`config.mk`:
```
export PLATFORM = sky130hd
export DESIGN_NAME = fifo_access_arbiter
export DESIGN_NICKNAME = d
export VERILOG_FILES = /design/src/rtl/fifo_ctrl_pkg.sv /design/src/rtl/fifo_regfile.sv /design/src/rtl/fifo_access_arbiter.sv
export SDC_FILE = /design/constraint.sdc
export NUM_CORES = 1
export LEC_CHECK = 0
export ABC_CLOCK_PERIOD_IN_PS = 3800
export BUFFER_PORTS_ARGS = -buffer_cell sky130_fd_sc_hd__buf_2
export CAP_MARGIN = 20
export CORE_MARGIN = 4
export CORE_UTILIZATION = 35
export CTS_CLUSTER_SIZE = 30
export DETAILED_ROUTE_END_ITERATION = 10
export PLACE_DENSITY = 0.52
export SETUP_SLACK_MARGIN = 0.3
export SLEW_MARGIN = 40
export SYNTH_ARGS = -nofsm -noshare
export SYNTH_HDL_FRONTEND = slang
export SYNTH_SLANG_ARGS = --single-unit
```
`constraint.sdc`:
```
create_clock -name myclock -period 3.8 [get_ports myclock]
set_input_delay 0.76 -clock myclock [delete_from_list [all_inputs] [get_ports myclock]]
set_output_delay 0.76 -clock myclock [all_outputs]
set_load 0.01 [all_outputs]
```
`src/rtl/fifo_ctrl_pkg.sv`:
```
// Shared definitions for the FIFO access arbiter.
//   state_t      : controller FSM states
//   PORT_A/B     : requester ids; also the bit index of that port in packed
//                  per-port vectors
//   OP_POP/PUSH  : op encoding carried on x_push
package fifo_ctrl_pkg;

  typedef enum logic [1:0] {
    ST_RUN   = 2'd0,
    ST_HOLD  = 2'd1,
    ST_FLUSH = 2'd2
  } state_t;

  localparam logic PORT_A  = 1'b0;
  localparam logic PORT_B  = 1'b1;

  localparam logic OP_POP  = 1'b0;
  localparam logic OP_PUSH = 1'b1;

endpackage

```
`src/rtl/fifo_regfile.sv`:
```
// DEPTH x WIDTH storage array for the shared FIFO.
//   clk     : write clock, rising edge
//   we      : write enable
//   waddr   : write address
//   wdata   : write data
//   raddr   : read address
//   rdata_c : combinational read data for raddr
module fifo_regfile #(
  parameter int DEPTH = 16,
  parameter int WIDTH = 8,
  parameter int AW    = $clog2(DEPTH)
) (
  input  logic             clk,
  input  logic             we,
  input  logic [AW-1:0]    waddr,
  input  logic [WIDTH-1:0] wdata,
  input  logic [AW-1:0]    raddr,
  output logic [WIDTH-1:0] rdata_c
);

  logic [WIDTH-1:0] mem [DEPTH];

  // Storage carries no reset; valid contents are tracked by the controller.
  always_ff @(posedge clk) begin
    if (we) mem[waddr] <= wdata;
  end

  assign rdata_c = mem[raddr];

endmodule

```
`src/rtl/fifo_access_arbiter.sv`:
```
// Round-robin arbiter sharing one FIFO between requesters A and B.
// One op (push or pop) commits per clock. Owns pointers, occupancy and flags.
//   myclock, resetn        : clock / async active-low reset
//   hold                   : suspend all grants while high
//   flush                  : 1-cycle pulse, discard contents and clear stickies
//   x_req/x_push/x_wdata   : port x op request (x = a, b)
//   x_gnt                  : op commits at this edge (combinational)
//   x_err                  : pulse after a rejected op (full push / empty pop)
//   x_rvalid               : pulse, rdata holds the word popped by port x
//   rdata                  : registered popped word, shared by both ports
//   count, empty, full     : occupancy 0..DEPTH and derived flags
//   ovf_sticky, unf_sticky : rejected push / pop seen since reset or flush
module fifo_access_arbiter
  import fifo_ctrl_pkg::*;
#(
  parameter  int DEPTH = 16,
  parameter  int WIDTH = 8,
  localparam int AW    = $clog2(DEPTH)
) (
  input  logic             myclock,
  input  logic             resetn,
  input  logic             hold,
  input  logic             flush,
  input  logic             a_req,
  input  logic             a_push,
  input  logic [WIDTH-1:0] a_wdata,
  output logic             a_gnt,
  output logic             a_err,
  output logic             a_rvalid,
  input  logic             b_req,
  input  logic             b_push,
  input  logic [WIDTH-1:0] b_wdata,
  output logic             b_gnt,
  output logic             b_err,
  output logic             b_rvalid,
  output logic [WIDTH-1:0] rdata,
  output logic [AW:0]      count,
  output logic             empty,
  output logic             full,
  output logic             ovf_sticky,
  output logic             unf_sticky
);

  state_t state, state_nxt;
  logic   arb_en;

  logic [1:0]            req_v, push_v, gnt_v, err_q, rvalid_q;
  logic [1:0][WIDTH-1:0] wdata_v;
  logic                  last_gnt, sel, op_valid, op_push;
  logic                  do_write, do_read, op_rej;
  logic [WIDTH-1:0]      op_wdata, rdata_c;
  logic [AW-1:0]         wptr, rptr;

  assign req_v   = {b_req,   a_req};
  assign push_v  = {b_push,  a_push};
  assign wdata_v = {b_wdata, a_wdata};

  // ---------------- FSM ----------------
  always_ff @(posedge myclock or negedge resetn) begin
    if (!resetn) state <= ST_RUN;
    else         state <= state_nxt;
  end

  // flush wins over hold from every state
  always_comb begin
    state_nxt = state;
    if (flush)     state_nxt = ST_FLUSH;
    else if (hold) state_nxt = ST_HOLD;
    else           state_nxt = ST_RUN;
  end

  always_comb begin
    arb_en = (state == ST_RUN);
  end

  // ---------------- arbitration ----------------
  // Live hold/flush also gate grants so a grant never lands in the cycle
  // hold rises or on a flush edge (that op is squashed).
  always_comb begin
    gnt_v = '0;
    if (arb_en && !hold && !flush) begin
      if (&req_v) gnt_v = (last_gnt == PORT_B) ? 2'b01 : 2'b10;
      else        gnt_v = req_v;
    end
  end

  assign a_gnt    = gnt_v[PORT_A];
  assign b_gnt    = gnt_v[PORT_B];
  assign sel      = gnt_v[PORT_B];
  assign op_valid = |gnt_v;
  assign op_push  = push_v[sel];
  assign op_wdata = wdata_v[sel];

  assign empty    = (count == '0);
  assign full     = (count == (AW+1)'(DEPTH));
  assign do_write = op_valid && (op_push == OP_PUSH) && !full;
  assign do_read  = op_valid && (op_push == OP_POP)  && !empty;
  assign op_rej   = op_valid && ((op_push == OP_PUSH) ? full : empty);

  // ---------------- storage ----------------
  fifo_regfile #(.DEPTH(DEPTH), .WIDTH(WIDTH), .AW(AW)) u_regfile (
    .clk     (myclock),
    .we      (do_write),
    .waddr   (wptr),
    .wdata   (op_wdata),
    .raddr   (rptr),
    .rdata_c (rdata_c)
  );

  // ---------------- pointers, count, status ----------------
  always_ff @(posedge myclock or negedge resetn) begin
    if (!resetn) begin
      wptr       <= '0;
      rptr       <= '0;
      count      <= '0;
      last_gnt   <= PORT_B;
      rdata      <= '0;
      err_q      <= '0;
      rvalid_q   <= '0;
      ovf_sticky <= 1'b0;
      unf_sticky <= 1'b0;
    end else begin
      // gnt_v is zero whenever flush is high, so these clear on a flush edge
      err_q    <= gnt_v & {2{op_rej}};
      rvalid_q <= gnt_v & {2{do_read}};
      if (op_valid) last_gnt <= sel;

      if (flush) begin
        wptr       <= '0;
        rptr       <= '0;
        count      <= '0;
        ovf_sticky <= 1'b0;
        unf_sticky <= 1'b0;
      end else begin
        if (do_write) begin
          wptr  <= wptr + 1'b1;
          count <= count + 1'b1;
        end
        if (do_read) begin
          rdata <= rdata_c;
          rptr  <= rptr + 1'b1;
          count <= count - 1'b1;
        end
        if (op_rej && (op_push == OP_PUSH)) ovf_sticky <= 1'b1;
        if (op_rej && (op_push == OP_POP))  unf_sticky <= 1'b1;
      end
    end
  end

  assign a_err    = err_q[PORT_A];
  assign b_err    = err_q[PORT_B];
  assign a_rvalid = rvalid_q[PORT_A];
  assign b_rvalid = rvalid_q[PORT_B];

endmodule

```
==> key figures, run 1 <==
Outcome
  • Outcome: complete, no violations

Finish
  • Commonest non-fill, non-tap cells in the layout: edfxtp_1, buf_2, dfrtp_1, mux4_1, mux4_2
  • Area growth syn-to-layout: 15.2%
  • Layout cell share with drive strength beyond 1: 32.3%
  • Filler cell count: 1672
  • Nets: 427
  • Most common cell after layout, fill and taps aside: edfxtp_1
  • Ant diodes: 0
  • Final non-filler cell total: 643

Worst setup path
  • CP max FO: 18
  • Cell chain of the critical path: buf_2, nor4_4, o21a_1, nand3b_1, inv_1, ha_1, nand2b_1, or4b_1, nand3_1
  • Worst path max stage delay: 0.50 ns
  • CP arrival: 3.16 ns
  • Startpoint type of the worst setup path: input pin
  • CP required: 4.16 ns
  • Critical path type: input pin to flip-flop
  • Slowest-stage cell, CP: or4b_1
  • Worst setup EP type: flip-flop

Yosys
  • Synth area leaders: edfxtp_1, dfrtp_1, mux4_1
  • Syn nets: 373
  • Area of the mapped netlist: 0.00668 mm²
  • Number of synthesized flops with an enable pin: 128
  • Synth warn: 0
  • #FFs+latches synth: 158
  • Mean Syn Cell Area: 19.5 µm²
  • Top FF cell, synth: edfxtp_1
  • Synth area leader: edfxtp_1
  • Synth top area share: 57.5%
  • Async set-reset flop share out of synthesis: 19.0%
  • Seq/Total Area, Yosys: 68.8%
  • Library cells used by synthesis: 52
  • Gate Count Post-Synth: 342

Placement
  • IO Port Bufs: 46
  • HPWL after detailed placement: 8980 µm
  • Routability Congestion: 0.740
  • Cell Count Post-Placement: 611

Routing
  • Antenna-violating nets left: 0
  • 1st-pass router iterations: 4
  • DRC: 0
  • DRT iter0 DRCs: 259
  • Via-to-Cell Ratio: 5.23
  • Routed wire per std cell: 21.8 µm
  • Final WL: 14000 µm
  • Vias: 3362

Floorplan
  • Die W: 146 µm
  • Cell row count: 50
  • Die area: 0.0214 mm²
  • Core box area: 0.0188 mm²
  • I/O pins: 47
  • Die Ht: 146 µm
  • Initial Utilization: 35.6%

Power and ir drop
  • Reg power frac: 52.3%
  • Max VDD drop: 238 µV
  • Leak pwr: 2.75 nW
  • Sw frac: 22.9%
  • Cell Int Power: 2.80 mW
  • Clock power frac: 44.7%
  • Cell area power density: 472 mW/mm²
  • Comb pwr share: 3.0%
  • Sw power: 0.830 mW

Run
  • Max_cap viols: 0

STA
  • Unrepaired setup endpoints after global routing: false
  • Tcrit/Tclk final: 73.8%
  • Worst slew margin: 50.2%
  • Worst-Margin Slew: 0.747 ns
  • Setup violators final: 0
  • Max Freq: 357 MHz
  • Hold WS: 0.274 ns
  • Total negative setup slack: 0 ns
  • Fin. max-slew vios: 0
  • Fin Clk Skew: 0.00726 ns
  • Min Clock Period, post-route: 2.80 ns
  • Final Hold Viols: 0

Global routing
  • Initial antenna violation count: 0
  • Overflow left after global routing: 0
  • First-pass GRT wire length: 21200 µm
  • Vias in the first global route: 3390
  • Largest net degree at the start of global routing: 36
  • GRT Resource Usage Total: 13.6%

Clock network
  • CTS H-tree lvls: 4
  • CTS Buf Count: 17
  • Clock Latency Late Sink: 0.42 ns
  • Hold_buf cts: 0
  • CTS root buf: clkbuf_16
  • Maximum buffer depth of the clock tree: 2
  • CTS tree: built
  • CTS clk-pin slew, worst paths: 0.07 ns
  • Post-CTS Resized: 0
  • Sink Count: 158
  • Setup bufs post-CTS: 0

Worst hold path
  • Hold Path Class: input pin to asynchronous set/reset pin
per-layer routing:
layer  global-route usage (%)  up-vias  wire (µm)
met2                     20.0       97       6460
met3                     4.07       12        751
met4                     4.23        0        172
li1                         -     1501          -
met1                     19.5     1752       6600
met5                        0        -          0
final timing paths:
| check | startpoint | endpoint | slack [ns] | cells past startpoint |
|---|---|---|---|---|
| min in group myclock | rdata[6] | rdata[6] | 0.50 | 1 |
| min reg2reg | rdata[6] | rdata[6] | 0.50 | 1 |
| max in group asynchronous | resetn | last_gnt | 3.19 | 1 |
| max reg2reg | count[1] | count[3] | 1.07 | 8 |
| max | flush | count[3] | 1.0 | 9 |
| min | resetn | state[0] | 0.27 | 1 |
power by group through the flow:
stage	clock (mW)	combinational (mW)	sequential, mW
after floorplan	0	0.0537	1.94
after global placement	0	0.106	1.94
after detailed placement	0	0.110	1.94
after CTS	1.66	0.111	1.90
after global routing	1.73	0.120	1.90
final	1.62	0.108	1.90
critical path, delay by kind of cell:
| family | cells | cell delay, ns |
|---|---|---|
| adders and majority gates | 1 | 0.27 |
| buffers and inverters | 2 | 0.33 |
| AOI/OAI and AO/OA | 1 | 0.38 |
| and+or+nand+nor | 5 | 1.41 |
kinds of logic (layout without fill, tap and decap cells):
group                      after synthesis  in the layout  synth area share, %
AOI/OAI and AO/OA                       18             18                 1.97
xor gates and xnor gates                 8              8                 1.05
adders and majority gates                7              7                 1.31
buffers and inverters                   25             92                 2.51
DFF                                    158            158                 68.8
muxes                                   61             61                 18.2
and+or+nand+nor                         65             65                 6.14
synth_stat cells, drive strengths merged (2+ instances only):
cell type	n
mux4	40
dfrtp	29
and4	4
o21ai	3
mux2i	5
a21oi	5
and3	4
edfxtp	128
or3	2
nor2	12
nand3	5
clkbuf	4
nand3b	4
a31oi	3
xnor2	5
xor2	3
or2	2
nand2	8
inv	8
nor3	4
and2	8
nor4	2
buf	13
ha	7
nand2b	4
mux2	16
per-stage QoR:
stage,instance area [µm²],setup WS [ns],utilization [%],power (mW)
floorplan,6680,0.947,-,1.99
global route,7690,0.846,41.0,3.75
finish,7690,0.997,41.0,3.63
CTS,7690,1.04,41.0,3.67
global placement,7120,0.607,38.0,2.04
detailed placement,7120,0.591,38.0,2.05
cell type report:
type,instances,area (µm²),area share [%]
inverters,8,30.0,0.390
well taps,234,293,3.81
multi-input cells,159,1920,24.9
clock buffers,17,425,5.53
repair buffers,52,290,3.77
flip-flops and latches,158,4600,59.7
clock inverters,15,141,1.84
flip-flops by register name, summed over array words and instances (netlist names):
register	flops
u_regfile.mem	128
rdata	8
count	5
rptr	4
wptr	4
err_q	2
rvalid_q	2
state	2
last_gnt	1
ovf_sticky	1
unf_sticky	1
Power figures use the tool's default switching activity.
==> run 2, diff against run 1 <==
--- a/config.mk
+++ b/config.mk
@@ -5,14 +5,14 @@
 export SDC_FILE = /design/constraint.sdc
 export NUM_CORES = 1
 export LEC_CHECK = 0
-export ABC_CLOCK_PERIOD_IN_PS = 3800
+export ABC_CLOCK_PERIOD_IN_PS = 2400
 export BUFFER_PORTS_ARGS = -buffer_cell sky130_fd_sc_hd__buf_2
 export CAP_MARGIN = 20
 export CORE_MARGIN = 4
 export CORE_UTILIZATION = 35
 export CTS_CLUSTER_SIZE = 30
 export DETAILED_ROUTE_END_ITERATION = 10
-export PLACE_DENSITY = 0.52
+export PLACE_DENSITY = 0.54
 export SETUP_SLACK_MARGIN = 0.3
 export SLEW_MARGIN = 40
 export SYNTH_ARGS = -nofsm -noshare
==> constraint.sdc (replaced) <==
create_clock -name myclock -period 2.4 [get_ports myclock]
set_input_delay 0.48 -clock myclock [delete_from_list [all_inputs] [get_ports myclock]]
set_output_delay 0.48 -clock myclock [all_outputs]
set_load 0.01 [all_outputs]
==> run 2 against run 1 <==
The run now ends with negative setup slack left. Worst hold slack lost 0.26 ns. Die area is the same. Global-route usage grew 1.3 points. First-iteration DRC count grew 6.9%. Sequential share of layout area shrank 5.2 points. Design area grew 9.6%. Final cell count grew 7.3%. Non-clock buffer count grew 47. Combinational power grew 110%. Critical path depth shrank 4. Clock skew grew 0.0020 ns. Setup slack lost 1.0 ns.
==> key figures, run 2 (synthesized netlist as in run 1, its figures left out) <==
Outcome
  • Outcome: finished, violations left (was complete, no violations)
  • Violations in the final reports: negative setup slack

Floorplan
  • Die area: 0.0214 mm² (unchanged)
  • Cell row count: 50 (unchanged)
  • Core box area: 0.0188 mm² (unchanged)
  • Die Ht: 146 µm (unchanged)
  • Die W: 146 µm (unchanged)
  • I/O pins: 47 (unchanged)
  • Initial Utilization: 35.6% (unchanged)

Clock network
  • CTS tree: built (unchanged)
  • Maximum buffer depth of the clock tree: 2 (unchanged)
  • CTS H-tree lvls: 4 (unchanged)
  • Clock Latency Late Sink: 0.43 ns (was 0.42 ns)
  • Sink Count: 158 (unchanged)
  • Hold_buf cts: 0 (unchanged)
  • CTS root buf: clkbuf_16 (unchanged)
  • CTS Buf Count: 17 (unchanged)
  • CTS clk-pin slew, worst paths: 0.06 ns (was 0.07 ns)

STA
  • Tcrit/Tclk final: 100%
  • Total negative setup slack: -0.00436 ns (was 0 ns)
  • Setup violators final: 2 (was 0)
  • Worst slew margin: 56.1% (was 50.2%)
  • Worst Slack Setup Final: -0.00390 ns (was 0.997 ns)
  • Min Clock Period, post-route: 2.40 ns
  • Final Hold Viols: 0 (unchanged)
  • Fin Clk Skew: 0.00921 ns (was 0.00726 ns)
  • Unrepaired setup endpoints after global routing: true (was false)
  • Max Freq: 416 MHz
  • Worst-Margin Slew: 0.659 ns (was 0.747 ns)
  • Fin. max-slew vios: 0 (unchanged)

Global routing
  • Initial antenna violation count: 0 (unchanged)
  • Vias in the first global route: 3671 (was 3390)
  • GRT Resource Usage Total: 14.9% (was 13.6%)
  • Largest net degree at the start of global routing: 36 (unchanged)
  • First-pass GRT wire length: 23400 µm (was 21200 µm)
  • Overflow left after global routing: 0 (unchanged)

Finish
  • Final core occ: 44.9% (was 41.0%)
  • Area growth syn-to-layout: 26.2% (was 15.2%)
  • Layout cell share with drive strength beyond 1: 50.2% (was 32.3%)
  • Largest Register: u_regfile.mem (unchanged)
  • Nets: 474 (was 427)
  • Commonest non-fill, non-tap cells in the layout: edfxtp_1, buf_2, mux4_2, buf_4, dfrtp_1 (was edfxtp_1, buf_2, dfrtp_1, mux4_1, mux4_2)
  • Max FFs per register: 128 (unchanged)
  • Most common cell after layout, fill and taps aside: edfxtp_1 (unchanged)
  • Largest registers: u_regfile.mem (128), rdata (8), count (5) (unchanged)
  • Ant diodes: 0 (unchanged)
  • Final Cell Area: 0.00843 mm² (was 0.00769 mm²)

Routing
  • DRT iter0 DRCs: 277 (was 259)
  • Final WL: 15500 µm (was 14000 µm)
  • Vias: 3546 (was 3362)
  • Routed wire per std cell: 22.4 µm (was 21.8 µm)
  • 1st-pass router iterations: 4 (unchanged)
  • Via-to-Cell Ratio: 5.14 (was 5.23)
  • DRC: 0 (unchanged)
  • Antenna-violating nets left: 0 (unchanged)

Worst setup path
  • RR Startpoint: count[3] (was count[1])
  • Cell chain of the critical path: or4_4, buf_4, buf_6, nor2_4, buf_6 (was buf_2, nor4_4, o21a_1, nand3b_1, inv_1, ha_1, nand2b_1, or4b_1, nand3_1)
  • Startpoint type of the worst setup path: flip-flop (was input pin)
  • Slowest-stage cell, CP: or4_4 (was or4b_1)
  • Worst Setup SP: count[3] (was flush)
  • Worst path max stage delay: 0.56 ns (was 0.50 ns)
  • CP max FO: 4 (was 18)
  • Critical path type: flip-flop to output port (was input pin to flip-flop)
  • Worst setup EP type: output port (was flip-flop)
  • CP arrival: 1.92 ns (was 3.16 ns)
  • CP most frequent cell: buf_6
  • CP required: 1.92 ns (was 4.16 ns)

Worst hold path
  • Hold Path Class: input pin to asynchronous set/reset pin (unchanged)

Power and ir drop
  • Max VDD drop: 495 µV (was 238 µV)
  • Leak pwr: 3.04 nW (was 2.75 nW)
  • Cell area power density: 721 mW/mm² (was 472 mW/mm²)
  • Post-layout power: 6.08 mW (was 3.63 mW)

Placement
  • Post-DP Area: 0.00744 mm² (was 0.00712 mm²)
  • Routability Congestion: 0.770 (was 0.740)
  • Pre-CTS setup slack: -0.0719 ns (was 0.591 ns)
  • HPWL after detailed placement: 9820 µm (was 8980 µm)
  • IO Port Bufs: 46 (unchanged)

Run
  • Max_cap viols: 0 (unchanged)
[run 2: metrics by stage]
stage | std cells | hold slack [ns]
finish | 690 | 0.0101
global route | 690 | 0.0203
CTS | 681 | 0.156
detailed placement | 639 | 0.472
global placement | 639 | 0.471
floorplan | 342 | 0.184
[run 2: report_power, final]
group	switching, mW	internal (mW)
Clock	1.09	1.75
Combinational	0.133	0.0966
Sequential	0.0125	2.99
[run 2: final timing paths]
| kind | endpoint | slack, ns | cells past startpoint |
|---|---|---|---|
| min in group myclock | state[0] | 0.35 | 2 |
| worst max register to register | count[2] | -0.004 | 9 |
| worst min register to register | last_gnt | 0.48 | 2 |
| worst max-delay path | full | -0.004 | 5 |
| max in group asynchronous | count[0] | 2.05 | 1 |
| worst min-delay path | unf_sticky | 0.01 | 1 |
[run 2: timing repair]
action | 4_1_cts | 5_1_grt
buffers inserted | 9 | 8
gates resized for setup | 52 | 24
pin swaps | 7 | 8
gates cloned | 1 | 1
endpoints found under the setup margin | 143 | 145
[run 2: layer usage]
metal | part of all wire (%) | GRT usage [%] | wire length (µm)
met1 | 45 | 20.5 | 6940
met2 | 49 | 23.5 | 7660
met3 | 4.3 | 3.45 | 665
met4 | 1.4 | 4.94 | 213
met5 | 0 | 0 | 0
[run 2: critical path: cells and delay by family, from the launching register on]
family | cells | cell delay (ns)
and+or+nand+nor | 2 | 0.71
buffers and inverters | 3 | 0.40
DFF | 1 | 0.40
[run 2: cell type report]
| cell class | count | area (µm²) |
|---|---|---|
| Clock buffer | 20 | 437 |
| Sequential cell | 158 | 4600 |
| Multi-Input combinational cell | 159 | 2050 |
| Fill cell | 1582 | 10300 |
| Inverter | 8 | 30.0 |
| Tap cell | 234 | 293 |
| Timing Repair Buffer | 99 | 832 |
| Clock inverter | 12 | 186 |
==> run 3, diff against run 2 <==
--- a/config.mk
+++ b/config.mk
@@ -14,6 +14,7 @@
 export DETAILED_ROUTE_END_ITERATION = 10
 export PLACE_DENSITY = 0.54
 export SETUP_SLACK_MARGIN = 0.3
+export SKIP_LAST_GASP = 1
 export SLEW_MARGIN = 40
 export SYNTH_ARGS = -nofsm -noshare
 export SYNTH_HDL_FRONTEND = slang
==> run 3 against run 2 <==
The flow still finishes with violations (negative setup slack). Sequential cell count unchanged. Power about the same. Worst hold slack hardly changed. Non-clock buffer count stayed put. Critical path type unchanged. Largest cell class unchanged. Largest power group unchanged.
==> key figures, run 3 (synthesized netlist as in run 1, its figures left out) <==
STA
  • Unrepaired setup endpoints after global routing: true (unchanged)
  • Fin Clk Skew: 0.00901 ns (was 0.00921 ns)
  • Min Clock Period, post-route: 2.40 ns (about the same)
  • Final Hold Viols: 0 (unchanged)
  • Worst slew margin: 54.8% (was 56.1%)
  • Tcrit/Tclk final: 100% (about the same)
  • Worst-Margin Slew: 0.678 ns (was 0.659 ns)
  • Worst Slack Setup Final: -0.00316 ns (was -0.00390 ns)
  • Fin. max-slew vios: 0 (unchanged)
  • Total negative setup slack: -0.00316 ns (was -0.00436 ns)
  • Max Freq: 416 MHz (about the same)
  • Setup violators final: 1 (was 2)

Clock network
  • Maximum buffer depth of the clock tree: 2 (unchanged)
  • CTS root buf: clkbuf_16 (unchanged)
  • Clock Latency Late Sink: 0.43 ns (about the same)
  • Sink Count: 158 (unchanged)
  • CTS tree: built (unchanged)
  • CTS H-tree lvls: 4 (unchanged)
  • CTS Buf Count: 17 (unchanged)
  • CTS clk-pin slew, worst paths: 0.06 ns (about the same)

Outcome
  • Violations in the final reports: negative setup slack (unchanged)
  • Outcome: finished, violations left (unchanged)

Finish
  • Layout cell share with drive strength beyond 1: 49.8% (was 50.2%)
  • Most common cell after layout, fill and taps aside: edfxtp_1 (unchanged)
  • Max FFs per register: 128 (unchanged)
  • Area growth syn-to-layout: 25.8% (was 26.2%)
  • Nets: 474 (unchanged)
  • Filler cell count: 1582 (unchanged)
  • Final core occ: 44.8% (was 44.9%)
  • Ant diodes: 0 (unchanged)
  • Commonest non-fill, non-tap cells in the layout: edfxtp_1, buf_2, buf_4, mux4_2, dfrtp_1 (was edfxtp_1, buf_2, mux4_2, buf_4, dfrtp_1)
  • Largest Register: u_regfile.mem (unchanged)
  • Largest registers: u_regfile.mem (128), rdata (8), count (5) (unchanged)

Routing
  • 1st-pass router iterations: 4 (unchanged)
  • Final WL: 15400 µm (was 15500 µm)
  • DRC: 0 (unchanged)
  • DRT iter0 DRCs: 250 (was 277)
  • Via-to-Cell Ratio: 5.14 (about the same)
  • Routed wire per std cell: 22.3 µm (was 22.4 µm)
  • Antenna-violating nets left: 0 (unchanged)
  • Vias: 3545 (was 3546)

Worst setup path
  • CP required: 1.92 ns (about the same)
  • Startpoint type of the worst setup path: flip-flop (unchanged)
  • Critical path type: flip-flop to output port (unchanged)
  • Worst reg2reg path depth: 9 (unchanged)
  • CP max FO: 4 (unchanged)
  • CP arrival: 1.92 ns (about the same)
  • Worst setup EP type: output port (unchanged)

Placement
  • Pre-CTS setup slack: -0.0719 ns (unchanged)
  • Routability Congestion: 0.770 (unchanged)
  • HPWL after detailed placement: 9820 µm (unchanged)
  • IO Port Bufs: 46 (unchanged)

Power and ir drop
  • Cell area power density: 723 mW/mm² (was 721 mW/mm²)
  • Leak pwr: 3.03 nW (was 3.04 nW)
  • Post-layout power: 6.08 mW (about the same)
  • Max VDD drop: 495 µV (about the same)

Global routing
  • GRT Resource Usage Total: 14.9% (unchanged)
  • Vias in the first global route: 3671 (unchanged)
  • Met1 usage in global routing: 20.5% (unchanged)
  • Met3 GRT Util: 3.45% (unchanged)
  • First-pass GRT wire length: 23400 µm (unchanged)
  • Most Used Layer, Global Route: met2 (unchanged)
  • Largest net degree at the start of global routing: 36 (unchanged)
  • Overflow left after global routing: 0 (unchanged)
  • Initial antenna violation count: 0 (unchanged)
  • GR Layer Usage met2: 23.5% (unchanged)

Floorplan
  • Cell row count: 50 (unchanged)
  • I/O pins: 47 (unchanged)
  • Initial Utilization: 35.6% (unchanged)
  • Core box area: 0.0188 mm² (unchanged)
  • Die Ht: 146 µm (unchanged)
  • Die area: 0.0214 mm² (unchanged)
  • Die W: 146 µm (unchanged)

Run
  • Max_cap viols: 0 (unchanged)

Worst hold path
  • Hold Path Class: input pin to asynchronous set/reset pin (unchanged)
run 3: cell type report:
cell class | instances | area (µm²) | area share (%)
Sequential cell | 158 | 4600 | 54.7
Multi-Input combinational cell | 159 | 2030 | 24.2
Timing Repair Buffer | 99 | 828 | 9.85
Clock buffer | 20 | 437 | 5.19
Tap cell | 234 | 293 | 3.48
Clock inverter | 12 | 186 | 2.22
Inverter | 8 | 30.0 | 0.357
run 3: per-stage QoR:
stage	std cells	cell area (µm²)	hold WS (ns)
6_report	690	8410	0.00982
5_1_grt	690	8410	0.0203
4_1_cts	681	8230	0.156
3_5_place_dp	639	7440	0.472
3_3_place_gp	639	7440	0.471
2_1_floorplan	342	6730	0.184
run 3: critical path, cell delays in order (launching register included):
cell,delay (ns)
dfrtp_2,0.40
or4_4,0.56
buf_4,0.16
buf_6,0.12
nor2_4,0.15
buf_6,0.12
run 3: final timing paths:
path / from / to / slack (ns)
hold / removal: resetn / unf_sticky / 0.01
max in group asynchronous: resetn / count[0] / 2.05
min in group myclock: hold / state[0] / 0.35
hold reg to reg: last_gnt / last_gnt / 0.48
setup reg to reg: count[3] / count[2] / 0.01
setup / recovery: count[3] / full / -0.003
run 3: power breakdown:
group / internal (mW) / switching, mW
combinational: 0.0948 / 0.131
sequential: 2.99 / 0.0122
clock: 1.75 / 1.09
run 3: what timing repair did:
item / CTS / global route
pin swaps: 7 / 5
gates resized for setup: 52 / 20
hold buffers: 0 / 0
setup endpoints to repair: 143 / 145
buffers inserted: 9 / 8
gates cloned: 1 / 1
run 3: per-layer routing:
| layer | vias to the layer above | wire, µm |
|---|---|---|
| met5 | - | 0 |
| met4 | 0 | 212 |
| met3 | 16 | 677 |
| met2 | 97 | 7620 |
| met1 | 1857 | 6910 |
| li1 | 1575 | - |
